`config.mk`:
```
export PLATFORM = sky130hd
export DESIGN_NAME = mips_mc_ctrl
export DESIGN_NICKNAME = d
export VERILOG_FILES = /design/src/rtl/mips_pkg.sv /design/src/rtl/mips_alu_dec.sv /design/src/rtl/mips_mc_ctrl.sv
export SDC_FILE = /design/constraint.sdc
export NUM_CORES = 1
export LEC_CHECK = 0
export ABC_CLOCK_PERIOD_IN_PS = 1970
export BUFFER_PORTS_ARGS = -buffer_cell sky130_fd_sc_hd__buf_2
export CORE_MARGIN = 2
export CORE_UTILIZATION = 48
export CTS_CLUSTER_SIZE = 25
export DETAILED_ROUTE_END_ITERATION = 8
export HOLD_SLACK_MARGIN = 0.08
export MAX_ROUTING_LAYER = met4
export PLACE_DENSITY = 0.83
export SETUP_SLACK_MARGIN = 0.02
export SLEW_MARGIN = 0
export SYNTH_ARGS = -nofsm -noshare
export SYNTH_HDL_FRONTEND = slang
export SYNTH_SLANG_ARGS = --single-unit
```
`constraint.sdc`:
```
create_clock -name clk_i -period 1.97 [get_ports clk_i]
set_input_delay 0.0985 -clock clk_i [delete_from_list [all_inputs] [get_ports clk_i]]
set_output_delay 0.0985 -clock clk_i [all_outputs]
set_load 0.005 [all_outputs]
```
`src/rtl/mips_pkg.sv`:
```
// -----------------------------------------------------------------------------
// mips_pkg
// Shared types and constants for the multicycle MIPS control path:
//   opcode_e / funct_e  : instruction fields decoded by the controller
//   alu_op_e            : 3-bit ALU control codes driven to the datapath
//   alu_src_b_e         : ALU B-operand mux encodings
//   pc_src_e            : PC source mux encodings
//   mc_state_e          : controller FSM states
//   mc_ctrl_t           : bundle of every FSM output before final gating
// Optional build macro: MIPS_JAL_EN adds the JAL opcode constant and makes it
// a legal opcode.
// -----------------------------------------------------------------------------
package mips_pkg;

    typedef enum logic [5:0] {
        OP_R_TYPE = 6'h00,
        OP_J      = 6'h02,
        OP_BEQ    = 6'h04,
        OP_ADDI   = 6'h08,
        OP_LW     = 6'h23,
        OP_SW     = 6'h2B
    } opcode_e;

`ifdef MIPS_JAL_EN
    localparam logic [5:0] JAL = 6'h03;
`endif

    typedef enum logic [5:0] {
        F_ADD = 6'h20,
        F_SUB = 6'h22,
        F_AND = 6'h24,
        F_OR  = 6'h25,
        F_SLT = 6'h2A
    } funct_e;

    typedef enum logic [2:0] {
        ALU_AND = 3'b000,
        ALU_OR  = 3'b001,
        ALU_ADD = 3'b010,
        ALU_SUB = 3'b110,
        ALU_SLT = 3'b111
    } alu_op_e;

    typedef enum logic [1:0] {
        SRCB_B       = 2'b00,
        SRCB_FOUR    = 2'b01,
        SRCB_IMM     = 2'b10,
        SRCB_IMM_SH2 = 2'b11
    } alu_src_b_e;

    typedef enum logic [1:0] {
        PCSRC_ALU    = 2'b00,
        PCSRC_ALUOUT = 2'b01,
        PCSRC_JUMP   = 2'b10
    } pc_src_e;

    // Coarse ALU request from the FSM, refined by mips_alu_dec.
    localparam logic [1:0] ALUOP_ADD   = 2'b00;
    localparam logic [1:0] ALUOP_SUB   = 2'b01;
    localparam logic [1:0] ALUOP_FUNCT = 2'b10;

    typedef enum logic [3:0] {
        S_FETCH  = 4'd0,
        S_DECODE = 4'd1,
        S_MEMADR = 4'd2,
        S_MEMRD  = 4'd3,
        S_MEMWB  = 4'd4,
        S_MEMWR  = 4'd5,
        S_EXEC   = 4'd6,
        S_ALUWB  = 4'd7,
        S_BRANCH = 4'd8,
        S_ADDIEX = 4'd9,
        S_ADDIWB = 4'd10,
        S_JUMP   = 4'd11,
        S_JAL    = 4'd12,
        S_HALT   = 4'd13
    } mc_state_e;

    typedef struct packed {
        logic       pc_write;
        logic       branch;
        logic       iord;
        logic       mem_write;
        logic       ir_write;
        logic       reg_dst;
        logic       mem_to_reg;
        logic       reg_write;
        logic       alu_src_a;
        alu_src_b_e alu_src_b;
        logic [1:0] alu_op;
        pc_src_e    pc_src;
        logic       link;
        logic       illegal_op;
        logic       instr_done;
    } mc_ctrl_t;

    function automatic logic op_legal(input logic [5:0] op);
        logic ok;
        case (op)
            OP_R_TYPE, OP_J, OP_BEQ, OP_ADDI, OP_LW, OP_SW: ok = 1'b1;
`ifdef MIPS_JAL_EN
            JAL:                                            ok = 1'b1;
`endif
            default:                                        ok = 1'b0;
        endcase
        return ok;
    endfunction

    function automatic logic funct_legal(input logic [5:0] fn);
        logic ok;
        case (fn)
            F_ADD, F_SUB, F_AND, F_OR, F_SLT: ok = 1'b1;
            default:                          ok = 1'b0;
        endcase
        return ok;
    endfunction

endpackage

```
`src/rtl/mips_alu_dec.sv`:
```
// -----------------------------------------------------------------------------
// mips_alu_dec
// Combinational ALU control decoder.
//   alu_op_i        [1:0] coarse request: 00 = ADD, 01 = SUB, 10 = use funct
//   funct_i         [5:0] IR[5:0]
//   alu_ctrl_o      [2:0] alu_op_e code for the ALU
//   funct_illegal_o       funct not recognised while alu_op_i selects funct
// -----------------------------------------------------------------------------
module mips_alu_dec
    import mips_pkg::*;
(
    input  logic [1:0] alu_op_i,
    input  logic [5:0] funct_i,
    output logic [2:0] alu_ctrl_o,
    output logic       funct_illegal_o
);

    always_comb begin
        alu_ctrl_o      = ALU_ADD;
        funct_illegal_o = 1'b0;
        case (alu_op_i)
            ALUOP_ADD: alu_ctrl_o = ALU_ADD;
            ALUOP_SUB: alu_ctrl_o = ALU_SUB;
            ALUOP_FUNCT: begin
                case (funct_i)
                    F_ADD:   alu_ctrl_o = ALU_ADD;
                    F_SUB:   alu_ctrl_o = ALU_SUB;
                    F_AND:   alu_ctrl_o = ALU_AND;
                    F_OR:    alu_ctrl_o = ALU_OR;
                    F_SLT:   alu_ctrl_o = ALU_SLT;
                    default: funct_illegal_o = 1'b1;
                endcase
            end
            default:   alu_ctrl_o = ALU_ADD;
        endcase
    end

endmodule

```
`src/rtl/mips_mc_ctrl.sv`:
```
// -----------------------------------------------------------------------------
// mips_mc_ctrl
// Moore-style control FSM for the multicycle MIPS datapath (shared memory,
// single ALU). Steps each instruction through fetch/decode/execute/memory/
// writeback and stalls on mem_ready_i.
//
// state    | meaning
// ---------+-----------------------------------------------------------
// S_FETCH  | read instruction at PC, PC+4 -> PC when memory is ready
// S_DECODE | read registers, precompute branch target into ALUOut
// S_MEMADR | compute effective address for LW/SW
// S_MEMRD  | memory read at ALUOut, wait for mem_ready
// S_MEMWB  | write MDR to rt
// S_MEMWR  | memory write at ALUOut, held until mem_ready
// S_EXEC   | R-type ALU operation selected by funct
// S_ALUWB  | write ALUOut to rd
// S_BRANCH | compare A-B, take branch target if zero
// S_ADDIEX | A + sign-extended immediate
// S_ADDIWB | write ALUOut to rt
// S_JUMP   | load jump target into PC
// S_JAL    | load jump target, write PC into r31 (MIPS_JAL_EN only)
// S_HALT   | illegal opcode trap, left only by reset
//
// Ports:
//   clk_i, rst_i (async active-high), opcode_i, funct_i, zero_i, mem_ready_i
//   pc_en_o, iord_o, mem_write_o, ir_write_o, reg_dst_o, mem_to_reg_o,
//   reg_write_o, alu_src_a_o, alu_src_b_o[1:0], alu_ctrl_o[2:0],
//   pc_src_o[1:0], link_o, illegal_op_o, instr_done_o
// Parameters: RESET_STATE, ILLEGAL_TRAP.
// Optional build macro: MIPS_JAL_EN enables the JAL instruction; without it
// JAL decodes as illegal and link_o stays 0.
// -----------------------------------------------------------------------------
module mips_mc_ctrl
    import mips_pkg::*;
#(
    parameter mc_state_e RESET_STATE  = S_FETCH,
    parameter bit        ILLEGAL_TRAP = 1'b0
) (
    input  logic       clk_i,
    input  logic       rst_i,
    input  logic [5:0] opcode_i,
    input  logic [5:0] funct_i,
    input  logic       zero_i,
    input  logic       mem_ready_i,
    output logic       pc_en_o,
    output logic       iord_o,
    output logic       mem_write_o,
    output logic       ir_write_o,
    output logic       reg_dst_o,
    output logic       mem_to_reg_o,
    output logic       reg_write_o,
    output logic       alu_src_a_o,
    output logic [1:0] alu_src_b_o,
    output logic [2:0] alu_ctrl_o,
    output logic [1:0] pc_src_o,
    output logic       link_o,
    output logic       illegal_op_o,
    output logic       instr_done_o
);

    mc_state_e state_q, state_d;
    mc_ctrl_t  ctrl;
    logic      funct_illegal;

    always_ff @(posedge clk_i or posedge rst_i) begin
        if (rst_i) state_q <= RESET_STATE;
        else       state_q <= state_d;
    end

    always_comb begin
        state_d = state_q;
        case (state_q)
            S_FETCH:  if (mem_ready_i) state_d = S_DECODE;
            S_DECODE: begin
                if (!op_legal(opcode_i)) begin
                    state_d = ILLEGAL_TRAP ? S_HALT : S_FETCH;
                end else begin
                    case (opcode_i)
                        OP_LW, OP_SW: state_d = S_MEMADR;
                        OP_R_TYPE:    state_d = S_EXEC;
                        OP_BEQ:       state_d = S_BRANCH;
                        OP_ADDI:      state_d = S_ADDIEX;
                        OP_J:         state_d = S_JUMP;
`ifdef MIPS_JAL_EN
                        JAL:          state_d = S_JAL;
`endif
                        default:      state_d = S_FETCH;
                    endcase
                end
            end
            S_MEMADR: state_d = (opcode_i == OP_SW) ? S_MEMWR : S_MEMRD;
            S_MEMRD:  if (mem_ready_i) state_d = S_MEMWB;
            S_MEMWB:  state_d = S_FETCH;
            S_MEMWR:  if (mem_ready_i) state_d = S_FETCH;
            S_EXEC:   state_d = S_ALUWB;
            S_ALUWB:  state_d = S_FETCH;
            S_BRANCH: state_d = S_FETCH;
            S_ADDIEX: state_d = S_ADDIWB;
            S_ADDIWB: state_d = S_FETCH;
            S_JUMP:   state_d = S_FETCH;
            S_JAL:    state_d = S_FETCH;
            S_HALT:   state_d = S_HALT;
            default:  state_d = S_FETCH;
        endcase
    end

    always_comb begin
        ctrl           = '0;
        ctrl.alu_src_b = SRCB_B;
        ctrl.alu_op    = ALUOP_ADD;
        ctrl.pc_src    = PCSRC_ALU;
        case (state_q)
            S_FETCH: begin
                ctrl.alu_src_b = SRCB_FOUR;
                ctrl.ir_write  = mem_ready_i;
                ctrl.pc_write  = mem_ready_i;
            end
            S_DECODE: begin
                ctrl.alu_src_b  = SRCB_IMM_SH2;
                ctrl.illegal_op = !op_legal(opcode_i);
            end
            S_MEMADR: begin
                ctrl.alu_src_a = 1'b1;
                ctrl.alu_src_b = SRCB_IMM;
            end
            S_MEMRD: ctrl.iord = 1'b1;
            S_MEMWB: begin
                ctrl.mem_to_reg = 1'b1;
                ctrl.reg_write  = 1'b1;
                ctrl.instr_done = 1'b1;
            end
            S_MEMWR: begin
                ctrl.iord       = 1'b1;
                ctrl.mem_write  = 1'b1;
                ctrl.instr_done = mem_ready_i;
            end
            S_EXEC: begin
                ctrl.alu_src_a  = 1'b1;
                ctrl.alu_op     = ALUOP_FUNCT;
                ctrl.illegal_op = funct_illegal;
            end
            S_ALUWB: begin
                // funct is still held from decode, so re-check it here
                // rather than carrying a flag out of S_EXEC.
                ctrl.reg_dst    = 1'b1;
                ctrl.reg_write  = funct_legal(funct_i);
                ctrl.instr_done = 1'b1;
            end
            S_BRANCH: begin
                ctrl.alu_src_a  = 1'b1;
                ctrl.alu_op     = ALUOP_SUB;
                ctrl.pc_src     = PCSRC_ALUOUT;
                ctrl.branch     = 1'b1;
                ctrl.instr_done = 1'b1;
            end
            S_ADDIEX: begin
                ctrl.alu_src_a = 1'b1;
                ctrl.alu_src_b = SRCB_IMM;
            end
            S_ADDIWB: begin
                ctrl.reg_write  = 1'b1;
                ctrl.instr_done = 1'b1;
            end
            S_JUMP: begin
                ctrl.pc_src     = PCSRC_JUMP;
                ctrl.pc_write   = 1'b1;
                ctrl.instr_done = 1'b1;
            end
`ifdef MIPS_JAL_EN
            S_JAL: begin
                ctrl.pc_src     = PCSRC_JUMP;
                ctrl.pc_write   = 1'b1;
                ctrl.link       = 1'b1;
                ctrl.reg_write  = 1'b1;
                ctrl.instr_done = 1'b1;
            end
`endif
            default: ;
        endcase

        // Reset forces the state to RESET_STATE asynchronously; the strobes
        // are also cut here so nothing leaks out while rst_i is high.
        if (rst_i) begin
            ctrl.pc_write   = 1'b0;
            ctrl.branch     = 1'b0;
            ctrl.ir_write   = 1'b0;
            ctrl.mem_write  = 1'b0;
            ctrl.reg_write  = 1'b0;
            ctrl.link       = 1'b0;
            ctrl.illegal_op = 1'b0;
            ctrl.instr_done = 1'b0;
        end
    end

    mips_alu_dec u_alu_dec (
        .alu_op_i        (ctrl.alu_op),
        .funct_i         (funct_i),
        .alu_ctrl_o      (alu_ctrl_o),
        .funct_illegal_o (funct_illegal)
    );

    assign pc_en_o      = ctrl.pc_write | (ctrl.branch & zero_i);
    assign iord_o       = ctrl.iord;
    assign mem_write_o  = ctrl.mem_write;
    assign ir_write_o   = ctrl.ir_write;
    assign reg_dst_o    = ctrl.reg_dst;
    assign mem_to_reg_o = ctrl.mem_to_reg;
    assign reg_write_o  = ctrl.reg_write;
    assign alu_src_a_o  = ctrl.alu_src_a;
    assign alu_src_b_o  = ctrl.alu_src_b;
    assign pc_src_o     = ctrl.pc_src;
    assign link_o       = ctrl.link;
    assign illegal_op_o = ctrl.illegal_op;
    assign instr_done_o = ctrl.instr_done;

endmodule

```
* Yosys cells after proc, flatten, opt, wreduce, memory -nomap -nowiden
Index checks and enable logic that the tools add are counted.
Cells by class: bitwise operators 2, equality and inequality tests 27, multiplexer cells 32, reductions and logical operators 12
Operators with widths (number):
- 6-bit == test, second input constant | 7
- 4-bit one-hot mux with 8 select lines | 1
- 4-bit == test, second input constant | 5
- 4-bit one-hot mux with 5 select lines | 1
- 4-bit by 3-bit == test with 1-bit output, second input constant | 4
- 4-bit 2-to-1 mux | 4
- 1-bit 2-to-1 mux | 13
- 3-bit one-hot mux with 4 select lines | 1
- 5-bit OR reduction | 2
- 4-bit by 2-bit == test with 1-bit output, second input constant | 2
- 1-bit one-hot mux with 2 select lines | 4
- 2-bit one-hot mux with 2 select lines | 2
- 2-bit OR reduction | 4
- 6-bit by 2-bit == test with 1-bit output, second input constant | 1
- 6-bit by 3-bit == test with 1-bit output, second input constant | 1
- 6-bit by 4-bit == test with 1-bit output, second input constant | 1
- 6-bit zero test | 1
- 2-bit 2-to-1 mux | 3
- 2-bit != test, second input constant | 3
- 2-bit one-hot mux with 3 select lines | 1
- 3-bit one-hot mux with 2 select lines | 1
- 6-bit OR reduction | 1
- 4-bit by 1-bit == test with 1-bit output, second input constant | 1
- 4-bit zero test | 1
- 8 further kinds | 8
Storage, ports and cells: input bits 16, register bits after elaboration 4, output and inout port bits 18

* Longest topological paths before layout
Gate-level depths: netlist (run 1).
depth in word-level cells 7, gate-level depth with buffers 7

* Hierarchy
From an unflattened synthesis (run 1), not the netlist that was laid out.
Unflattened totals: cell total of the unflattened synthesis 116, area total of the unflattened synthesis 864.6 µm²
By module, submodules not included:
- mips_mc_ctrl | times used 1, area each 715.7 µm², sequential area each 100.1 µm², cells an instance 96
- mips_alu_dec | times used 1, area each 148.9 µm², sequential area each 0.0 µm², cells an instance 20

* Worst setup path before layout (run 1)
Ideal clock, no wire load.
path type reg2out, start point register state_q[1], end point output port alu_ctrl_o[1], cell stages (with the launch flop) 6, arrival time 1.302 ns, setup slack 0.569 ns, required time 1.871 ns, path through dfrtp_1 buf_6 nor2_1 nand2_1 ha_1 a211o_1
Between the ends: longest elaborated chain between the ends 4
Ends and longest elaborated chain:
- start: declaration | line mips_mc_ctrl.sv:61 | mc_state_e state_q, state_d;
- start signal: assignment | line mips_mc_ctrl.sv:67 | else state_q <= state_d;
- 4-bit == test or 4-bit by 3-bit == test with 1-bit output (tied branches) | line mips_mc_ctrl.sv:112 | case (state_q)
- 2-bit one-hot mux with 2 select lines * | line mips_mc_ctrl.sv:112
- 2-bit == test or 2-bit by 1-bit == test with 1-bit output (tied branches) | line mips_alu_dec.sv:21 | case (alu_op_i)
- 3-bit one-hot mux with 2 select lines * | line mips_alu_dec.sv:21
- end: declaration | line mips_mc_ctrl.sv:54 | output logic [2:0] alu_ctrl_o,
Every way passes the cells marked *; elsewhere a longest branch is shown, timed or not.

* Worst setup path in the final report (run 1)
start point register state_q[0], end point output port alu_ctrl_o[1]
The elaborated chain is that of the path after synthesis.

==> results.md, run 1 <==
* Status: finished, final reports clean
* I/O pin count at 34
* FP Rows at 13
* EDFF count, synth at 0
* Path type of the worst setup path: reg -> out
* Max-slew violations at 0
* Synthesis-to-finish area growth at 31.7%
* Final-stage net count at between 150 and 200
* Routed WL per cell at 12.4 µm
* CP max FO at 7
* ANT nets after route at 0
* Area of the multi-input gates at between 500 and 600 µm²
* MaxCap Viol Count at 0
* Hold-critical path depth at 4
* ANT cells at 0
* Syn Inst Count at 98
* CTS Sinks at 4
* Initial antenna violation count at 0
* Worst slack at placement at 0.381 ns
* Die Ht at 41.4 µm
* Area of the mapped netlist at approximately 670 µm²
* Startpoint type of the worst setup path: flip-flop
* Seq cells post-synth at 4
* IO buf count at 32
* WP data required at 1.87 ns
* Leak Pwr at 0.431 nW
* Maximum level of the CTS H-tree at 1
* GRT Residual Overflow at 0
* Biggest register: state_q
* Fmax at 0.531 GHz
* CTS root buffer: clkbuf_4
* Primary FF master, synth: dfrtp_1
* Post-CTS sizing at 0
* Reg-to-reg endpoint: state_q[2]
* R2R depth at 5
* Largest net degree at the start of global routing at 13
* Flop2flop setup slack at roughly 0.55 ns
* Drt total wl at 1850 µm
* CTS tree: yes
* Asr flop ratio synth at 1.00
* Synthesis Warnings at 0
* Period utilization at 0.956
* Min-Delay Endpoint: state_q[1]
* Worst setup EP type: output port
* Max reg flops at 4
* Mapped Nets at roughly 120
* First-pass GRT wire length at between 2000 and 3000 µm
* Share of cells above drive strength 1 at 0.358
* Final Hold Fails at 0
* Die footprint at roughly 1700 µm²
* DR DRC count at 0
* Layout filler cell count at 123
* Post-synthesis cell type count at between 40 and 50
* Clk slew on worst S/H paths at about 0.040 ns
* Startpoint of the worst hold path: opcode_i[3]
* Largest registers: state_q: 4 flops
* Initial Utilization at 0.515
* Core area at around 1300 µm²
* Clk_lat worst skew at between 0.2 and 0.3 ns
* Final setup violation count at 0
* Initial DRC Count at 25
* # Post-CTS Setup Buffers at 0
* Tightest Hold Check Type: in -> reg
* Clk_skew at roughly 0.00084 ns
* Drt via density at around 5.7
* GP Congestion at roughly 0.92
* Crit path time final at ~1.9 ns
* Seq. cell area at 100 µm²
* Vias at roughly 850
* Number of global-route vias before repair at 647
* RSZ-0062 raised after global routing: false
* Fin Setup TNS at 0 ns
* Chip Width at ~41 µm
* Setup crit start: state_q[0]
* Placed Area at 851 µm²
* CTS Buf Count at 3
* Hpwl dp at around 1400 µm
* Final instance area at roughly 880 µm²
* Drt pass-1 iters at 4
* Crit path DAT at about 1.8 ns
* Reg-to-Reg Start: state_q[1]
* Post-synthesis sequential area ratio at 0.149
* Worst ir drop on vdd at 760 µV
* Syn avg cell area at just under 7 µm²
* Power Dens Cells at 933 nW/µm²
* Total track usage at 0.245
* CTS max path bufs at 2
* Fin worst setup slack at about 0.087 ns
-- layout make-up --
type | count | area share
multi-input combinational | 83 | 0.584
timing repair buffer | 37 | 0.227
tap | 15 | 0.0212
clock buffer | 3 | 0.0255
sequential | 4 | 0.113
inverter | 7 | 0.0297
-- worst max-delay path by stage --
| stage | end | slack [ns] |
|---|---|---|
| 6_report | alu_ctrl_o[1] | 0.09 |
| 5_1_grt | alu_ctrl_o[1] | 0.02 |
| 4_1_cts | alu_ctrl_o[1] | 0.11 |
| 3_5_place_dp | alu_ctrl_o[1] | 0.38 |
| 3_3_place_gp | alu_ctrl_o[1] | 0.41 |
| 2_1_floorplan | alu_ctrl_o[1] | 0.57 |
-- routing by layer --
metal	vias up	wire length [µm]	global-route usage	part of all wire
met5	-	0	-	0
met4	0	24	0.121	0.013
met3	2	126	0.0319	0.068
met2	42	885	0.395	0.48
met1	377	814	0.301	0.44
li1	428	-	-	-
-- placed cells by master, fill, tap and decap left out, types with 2 or more instances in the layout --
cell      synthesis  routed
o22ai_1           2       2
ha_1              2       2
inv_1             5       5
buf_4             1       4
nor2b_1           5       5
xnor2_1           2       2
a21oi_1           8       8
clkbuf_4          0       3
nand2_2           2       2
nor2_1           11      11
o21ai_0           4       4
nor3_1            8       8
nand3_1           3       3
o211ai_1          2       2
nand2b_1          3       3
and3_1            3       3
buf_2             2      32
nand2_1           6       6
inv_2             2       2
dfrtp_1           4       4
-- synth_stat cells (2+ instances only) --
| cell type | count | area (µm²) |
|---|---|---|
| o21ai_0 | 4 | 20.0 |
| inv_1 | 5 | 18.8 |
| dfrtp_1 | 4 | 100 |
| xnor2_1 | 2 | 17.5 |
| nor2_1 | 11 | 41.3 |
| nand2b_1 | 3 | 18.8 |
| inv_2 | 2 | 7.51 |
| a21oi_1 | 8 | 40.0 |
| buf_2 | 2 | 10.0 |
| o22ai_1 | 2 | 12.5 |
| nand2_1 | 6 | 22.5 |
| ha_1 | 2 | 25.0 |
| nand2_2 | 2 | 12.5 |
| nor3_1 | 8 | 40.0 |
| nor2b_1 | 5 | 31.3 |
| and3_1 | 3 | 18.8 |
| nand3_1 | 3 | 15.0 |
| o211ai_1 | 2 | 15.0 |
-- repair_timing --
item | 4_1_cts | 5_1_grt
endpoints found under the hold margin | 4 | 0
hold buffers | 1 | 0
setup endpoints to repair | 0 | 0
-- metrics by stage --
step,total power [W],hold WS [ns],std cells,util
3_5_place_dp,0.000699,0.0620,145,0.654
4_1_cts,0.000818,0.267,149,0.679
3_3_place_gp,0.000696,0.0581,145,0.654
5_1_grt,0.000896,0.296,149,0.679
6_report,0.000825,0.263,149,0.679
2_1_floorplan,0.000528,-0.119,98,-
-- worst max-delay path, stage by stage (launching register included) --
cell and delay [ns]:
dfrtp_1 0.46, inv_2 0.15, nand2_2 0.08, nor2_1 0.18, ha_1 0.27, a211o_1 0.26, buf_2 0.12
-- where the power goes --
part / switching, W / internal, W / leakage [nW] / total, W
logic: 0.000301 / 0.000241 / 0.363 / 0.000542
registers: 0.0000557 / 0.000111 / 0.0535 / 0.000166
clock network: 0.0000471 / 0.0000691 / 0.0138 / 0.000116
total: 0.000404 / 0.000421 / 0.431 / 0.000825
-- logic make-up (layout without fill, tap and decap cells) --
group,Yosys count,count (layout),share of synthesized area
AND/OR/NAND/NOR,48,48,0.386
AO/OA/AOI/OAI,28,28,0.285
buffers and inverters,11,47,0.0821
flip-flops,4,4,0.149
XOR/XNOR,3,3,0.0392
adder cells (fa/ha/maj),2,2,0.0373
other,1,1,0.00559
multiplexers,1,1,0.0149
Note: power is estimated with default switching activity, not from simulation.
==> run 2, diff against run 1 <==
- PLACE_DENSITY: 0.83 -> 0.8
- SLEW_MARGIN: 0 -> 20
==> run 2 against run 1 <==
  * Clock-buffer cell count stayed put
  * Hold slack lost 0.0030 ns
  * Wire length grew 2.6%
  * Flip-flop and latch count unchanged
  * Final area rose by 0.28%
  * Setup slack improved by 0.064 ns
  * Final cell count did not move
  * Core utilization increased by 0.19 points
  * Die area unchanged
  * Non-clock buffer count did not move
  * Combinational power rose by 3%
  * Register-to-register slack improved by 0.03 ns
  * Critical path type unchanged
  * Largest power group unchanged
==> results.md, run 2 (synthesis results as in run 1) <==
* Power Dens Cells at just over 900 nW/µm²
* Largest net degree at the start of global routing at 13
* CTS root buffer: clkbuf_4
* Max-slew violations at 0
* Crit path to: alu_ctrl_o[1]
* Startpoint type of the worst setup path: flip-flop
* R2R depth at 5
* Crit path DAT at 1.72 ns
* Die footprint at between 1500 and 2000 µm²
* MaxCap Viol Count at 0
* RSZ-0062 raised after global routing: false
* Hold slack at ~0.26 ns
* ANT cells at 0
* Synthesis-to-finish area growth at 32.1%
* Worst setup EP type: output port
* I/O pin count at 34
* CTS Buf Count at 3
* DR DRC count at 0
* Final-stage net count at roughly 150
* IO buf count at 32
* Setup crit start: state_q[0]
* CTS max path bufs at 2
* Final instance area at 886 µm²
* Max reg flops at 4
* Drt via density at between 5 and 6
* Vias at 868
* Maximum level of the CTS H-tree at 1
* Chip Width at 41.4 µm
* Fin Setup TNS at 0 ns
* Status: finished, final reports clean
* Initial Utilization at 0.515
* GP Congestion at a little under 0.9
* Initial DRC Count at 22
* Largest registers: state_q: 4 flops
* Worst ir drop on vdd at between 700 and 800 µV
* CTS tree: yes
* Clk slew on worst S/H paths at 0.04 ns
* Final Hold Fails at 0
* Inst Count DP at 145
* ANT nets after route at 0
* CP max FO at 7
* Crit path time final at 1.82 ns
* Clk_skew at 0.000760 ns
* Fmax at 0.550 GHz
* Reg-to-reg endpoint: state_q[2]
* CTS Sinks at 4
* Most frequent cells in the layout: 32 x buf_2, 10 x nor2_1, 8 x nor3_1, 8 x a21oi_1, 6 x nand2_1
* Hpwl dp at ~1500 µm
* Path type of the worst setup path: reg -> out
* Placed Area at 851 µm²
* Drt pass-1 iters at 4
* Routed WL per cell at about 13 µm
* Final setup violation count at 0
* Flop2flop setup slack at about 0.58 ns
* Initial antenna violation count at 0
* WP data required at 1.87 ns
* Drt total wl at between 1500 and 2000 µm
* Clk_lat worst skew at approximately 0.23 ns
* Finished Layout Cells at 149
* Leak Pwr at between 0.4 and 0.5 nW
* Die Ht at between 40 and 50 µm
* Design Power at slightly above 0.0008 W
* Biggest register: state_q
* FP Rows at 13
* GRT Residual Overflow at 0
* Core area at 1300 µm²
* Share of cells above drive strength 1 at 0.366
* Tightest Hold Check Type: in -> reg
* Reg-to-Reg Start: state_q[1]
* First-pass GRT wire length at between 2000 and 3000 µm
* Number of global-route vias before repair at a little under 700
* Period utilization at 0.923
* Total track usage at 0.251
* Most common cell after layout, fill and taps aside: buf_2
[run 2: changes by cell type in the layout (fill, tap and decap cells not counted)]
cell / change
nor2_1: -1
nor2_2: +1
[run 2: worst min path at each step]
| stage | from | endpoint | slack [ns] | cells after the start |
|---|---|---|---|---|
| after floorplan | rst_i | state_q[0] | -0.12 | 1 |
| after global routing | opcode_i[3] | state_q[1] | 0.31 | 4 |
| after detailed placement | rst_i | state_q[2] | 0.07 | 2 |
| after CTS | opcode_i[3] | state_q[1] | 0.26 | 4 |
| final | opcode_i[3] | state_q[1] | 0.26 | 4 |
| after global placement | rst_i | state_q[3] | 0.06 | 2 |
[run 2: metrics by stage]
step | setup slack (ns) | util
global placement | 0.400 | 0.654
finish | 0.151 | 0.681
CTS | 0.129 | 0.679
detailed placement | 0.377 | 0.654
floorplan | 0.569 | -
global route | 0.0481 | 0.681
[run 2: critical path, cell delays in order, from the launching register on]
cell and delay [ns]:
dfrtp_1 0.46, inv_2 0.14, nand2_2 0.09, nor2_2 0.15, ha_1 0.26, a211o_1 0.26, buf_2 0.12
[run 2: layer usage]
metal / track usage / share of wire
met1: 0.281 / 0.40
met2: 0.453 / 0.50
met3: 0.0266 / 0.075
met5: - / 0
met4: 0.0968 / 0.017
[run 2: repair_timing]
action | 4_1_cts | 5_1_grt
endpoints found under the setup margin | 0 | 1
hold buffers | 1 | 0
buffers inserted | 0 | 0
resized for setup | 0 | 1
endpoints found under the hold margin | 4 | 0
[run 2: where the power goes]
part           leakage, nW  internal (W)  switching [W]
logic                0.363      0.000242       0.000315
registers           0.0535      0.000111      0.0000440
clock network       0.0138     0.0000681      0.0000324
total                0.430      0.000421       0.000392
[run 2: cell type report]
| type | count | area [µm²] |
|---|---|---|
| clock buffers | 3 | 22.5 |
| fillers | 127 | 415 |
| inverters | 7 | 26.3 |
| multi-input cells | 83 | 518 |
| flip-flops and latches | 4 | 100 |
| well taps | 15 | 18.8 |
| repair buffers | 37 | 200 |
==> run 3, diff against run 2 <==
- RECOVER_POWER: default -> 50
==> run 3 against run 2 <==
  * Final cell count is the same
  * Global-route usage stayed put
  * Total power is 1.7% lower
  * Non-clock buffer count is the same
  * Combinational power is 2% lower
  * Critical path depth is 1 lower
  * Via count rose by 0.92%
  * Core utilization is 1.4 points lower
  * Hold slack about the same
  * Register-to-register slack got worse by 0.05 ns
  * Largest cell class unchanged
==> results.md, run 3 (synthesis results as in run 1) <==
* CP peak stage delay at about 0.43 ns
* Drt pass-1 iters at 5
* Chip Width at between 40 and 50 µm
* WP buf/inv at 1
* First-pass GRT wire length at roughly 2800 µm
* Power Dens Cells at 921 nW/µm²
* Final Hold Fails at 0
* ANT nets after route at 0
* Number of global-route vias before repair at a little under 700
* Fin Setup TNS at 0 ns
* Status: finished, final reports clean
* RSZ-0062 raised after global routing: false
* Sw Ratio at 0.485
* Most common cell after layout, fill and taps aside: buf_2
* Max-slew violations at 0
* Final-stage net count at roughly 150
* CTS max path bufs at 2
* Total track usage at 0.251
* Finished Layout Cells at 149
* Clk slew on worst S/H paths at 0.04 ns
* Worst ir drop on vdd at around 700 µV
* Die Ht at slightly above 40 µm
* Initial Utilization at 0.515
* Worst setup EP type: output port
* Reg power frac at 0.192
* DR DRC count at 0
* Die footprint at 1710 µm²
* Drt total wl at 1910 µm
* Share of cells above drive strength 1 at 0.313
* IO buf count at 32
* CTS Sinks at 4
* Path type of the worst setup path: reg -> out
* Switch Pwr at about 0.00039 W
* Largest registers: state_q: 4 flops
* WP data required at 1.87 ns
* Worst slack at placement at between 0.3 and 0.4 ns
* Clk_skew at 0.000861 ns
* Tightest Hold Check Type: in -> reg
* CP delay by family, top: flip-flops
* Inst Count DP at roughly 150
* ANT cells at 0
* Vias at 876
* I/O pin count at 34
* GRT Residual Overflow at 0
* Fin worst setup slack at between 0.15 and 0.2 ns
* FP Rows at 13
* Maximum level of the CTS H-tree at 1
* Final setup violation count at 0
* Internal power at approximately 0.00041 W
* Core area at roughly 1300 µm²
* Fmax at around 0.55 GHz
* Max reg flops at 4
* Initial antenna violation count at 0
* Biggest register: state_q
* Crit path time final at roughly 1.8 ns
* Hpwl dp at 1530 µm
* MaxCap Viol Count at 0
* Clk pwr share at 0.125
* Largest net degree at the start of global routing at 13
* CP Cell Sequence: nand2b_1 -> nor2_2 -> ha_1 -> a211o_1 -> buf_2
* Drt via density at 5.88
* Period utilization at 0.922
* Crit path DAT at between 1.5 and 2 ns
* Clk_lat worst skew at around 0.23 ns
* Initial DRC Count at 22
* Routed WL per cell at between 10 and 15 µm
* CTS tree: yes
* CTS root buffer: clkbuf_4
* Most frequent cells in the layout: 29 x buf_2, 11 x nor2_1, 8 x nor3_1, 8 x a21oi_1, 6 x nand2_1
* GP Congestion at just under 0.9
* CTS Buf Count at 3
* Startpoint type of the worst setup path: flip-flop
* CP max FO at 8
* Leak Pwr at just over 0.4 nW
* # Post-CTS Setup Buffers at 0
* Comb power frac at 0.683
* Synthesis-to-finish area growth at 29.3%
* Max stage delay cell, worst path: dfrtp_1
run 3: final timing paths:
check,start,to,slack (ns),depth (start not counted)
worst min register to register,state_q[2],state_q[1],0.73,2
worst max register to register,state_q[3],state_q[1],0.53,4
min in group asynchronous,rst_i,state_q[2],0.41,3
worst max-delay path,state_q[3],alu_ctrl_o[1],0.15,5
worst min-delay path,opcode_i[3],state_q[1],0.26,4
max in group asynchronous,rst_i,state_q[3],1.36,3
run 3: through the flow:
step	hold slack, ns	total power (W)	area [µm²]	utilization
after floorplan	-0.119	0.000528	671	-
after global placement	0.0620	0.000695	851	0.654
after detailed placement	0.0690	0.000702	851	0.654
after CTS	0.262	0.000807	883	0.679
after global routing	0.306	0.000881	867	0.666
final	0.261	0.000799	867	0.666
run 3: cell type report:
| cell class | count | area [µm²] |
|---|---|---|
| multi-input cells | 83 | 507 |
| clock buffers | 3 | 22.5 |
| well taps | 15 | 18.8 |
| inverters | 7 | 26.3 |
| repair buffers | 37 | 193 |
| fillers | 133 | 434 |
| flip-flops and latches | 4 | 100 |
run 3: timing repair:
action | CTS | global route
resized for setup | 0 | 1
hold endpoints to repair | 4 | 0
setup endpoints to repair | 0 | 1
hold buffers | 1 | 0
run 3: power groups by stage:
stage	registers (W)	clock network, W	logic [W]
global placement	0.000151	0	0.000544
detailed placement	0.000154	0	0.000549
global route	0.000157	0.000107	0.000617
CTS	0.000153	0.000102	0.000553
finish	0.000154	0.0000997	0.000545
floorplan	0.000143	0	0.000385
run 3: tightest hold or removal path: cells and delay by family:
family / cells / cell delay, ns
compound gates: 2 / 0.12
buf+inv: 1 / 0.14
simple gates: 1 / 0.09
run 3: per-layer routing:
metal	routed length [µm]	vias up	track usage
met3	174	4	0.0266
met5	0	-	-
met4	34	0	0.0968
met2	971	48	0.453
li1	-	429	-
met1	733	395	0.281
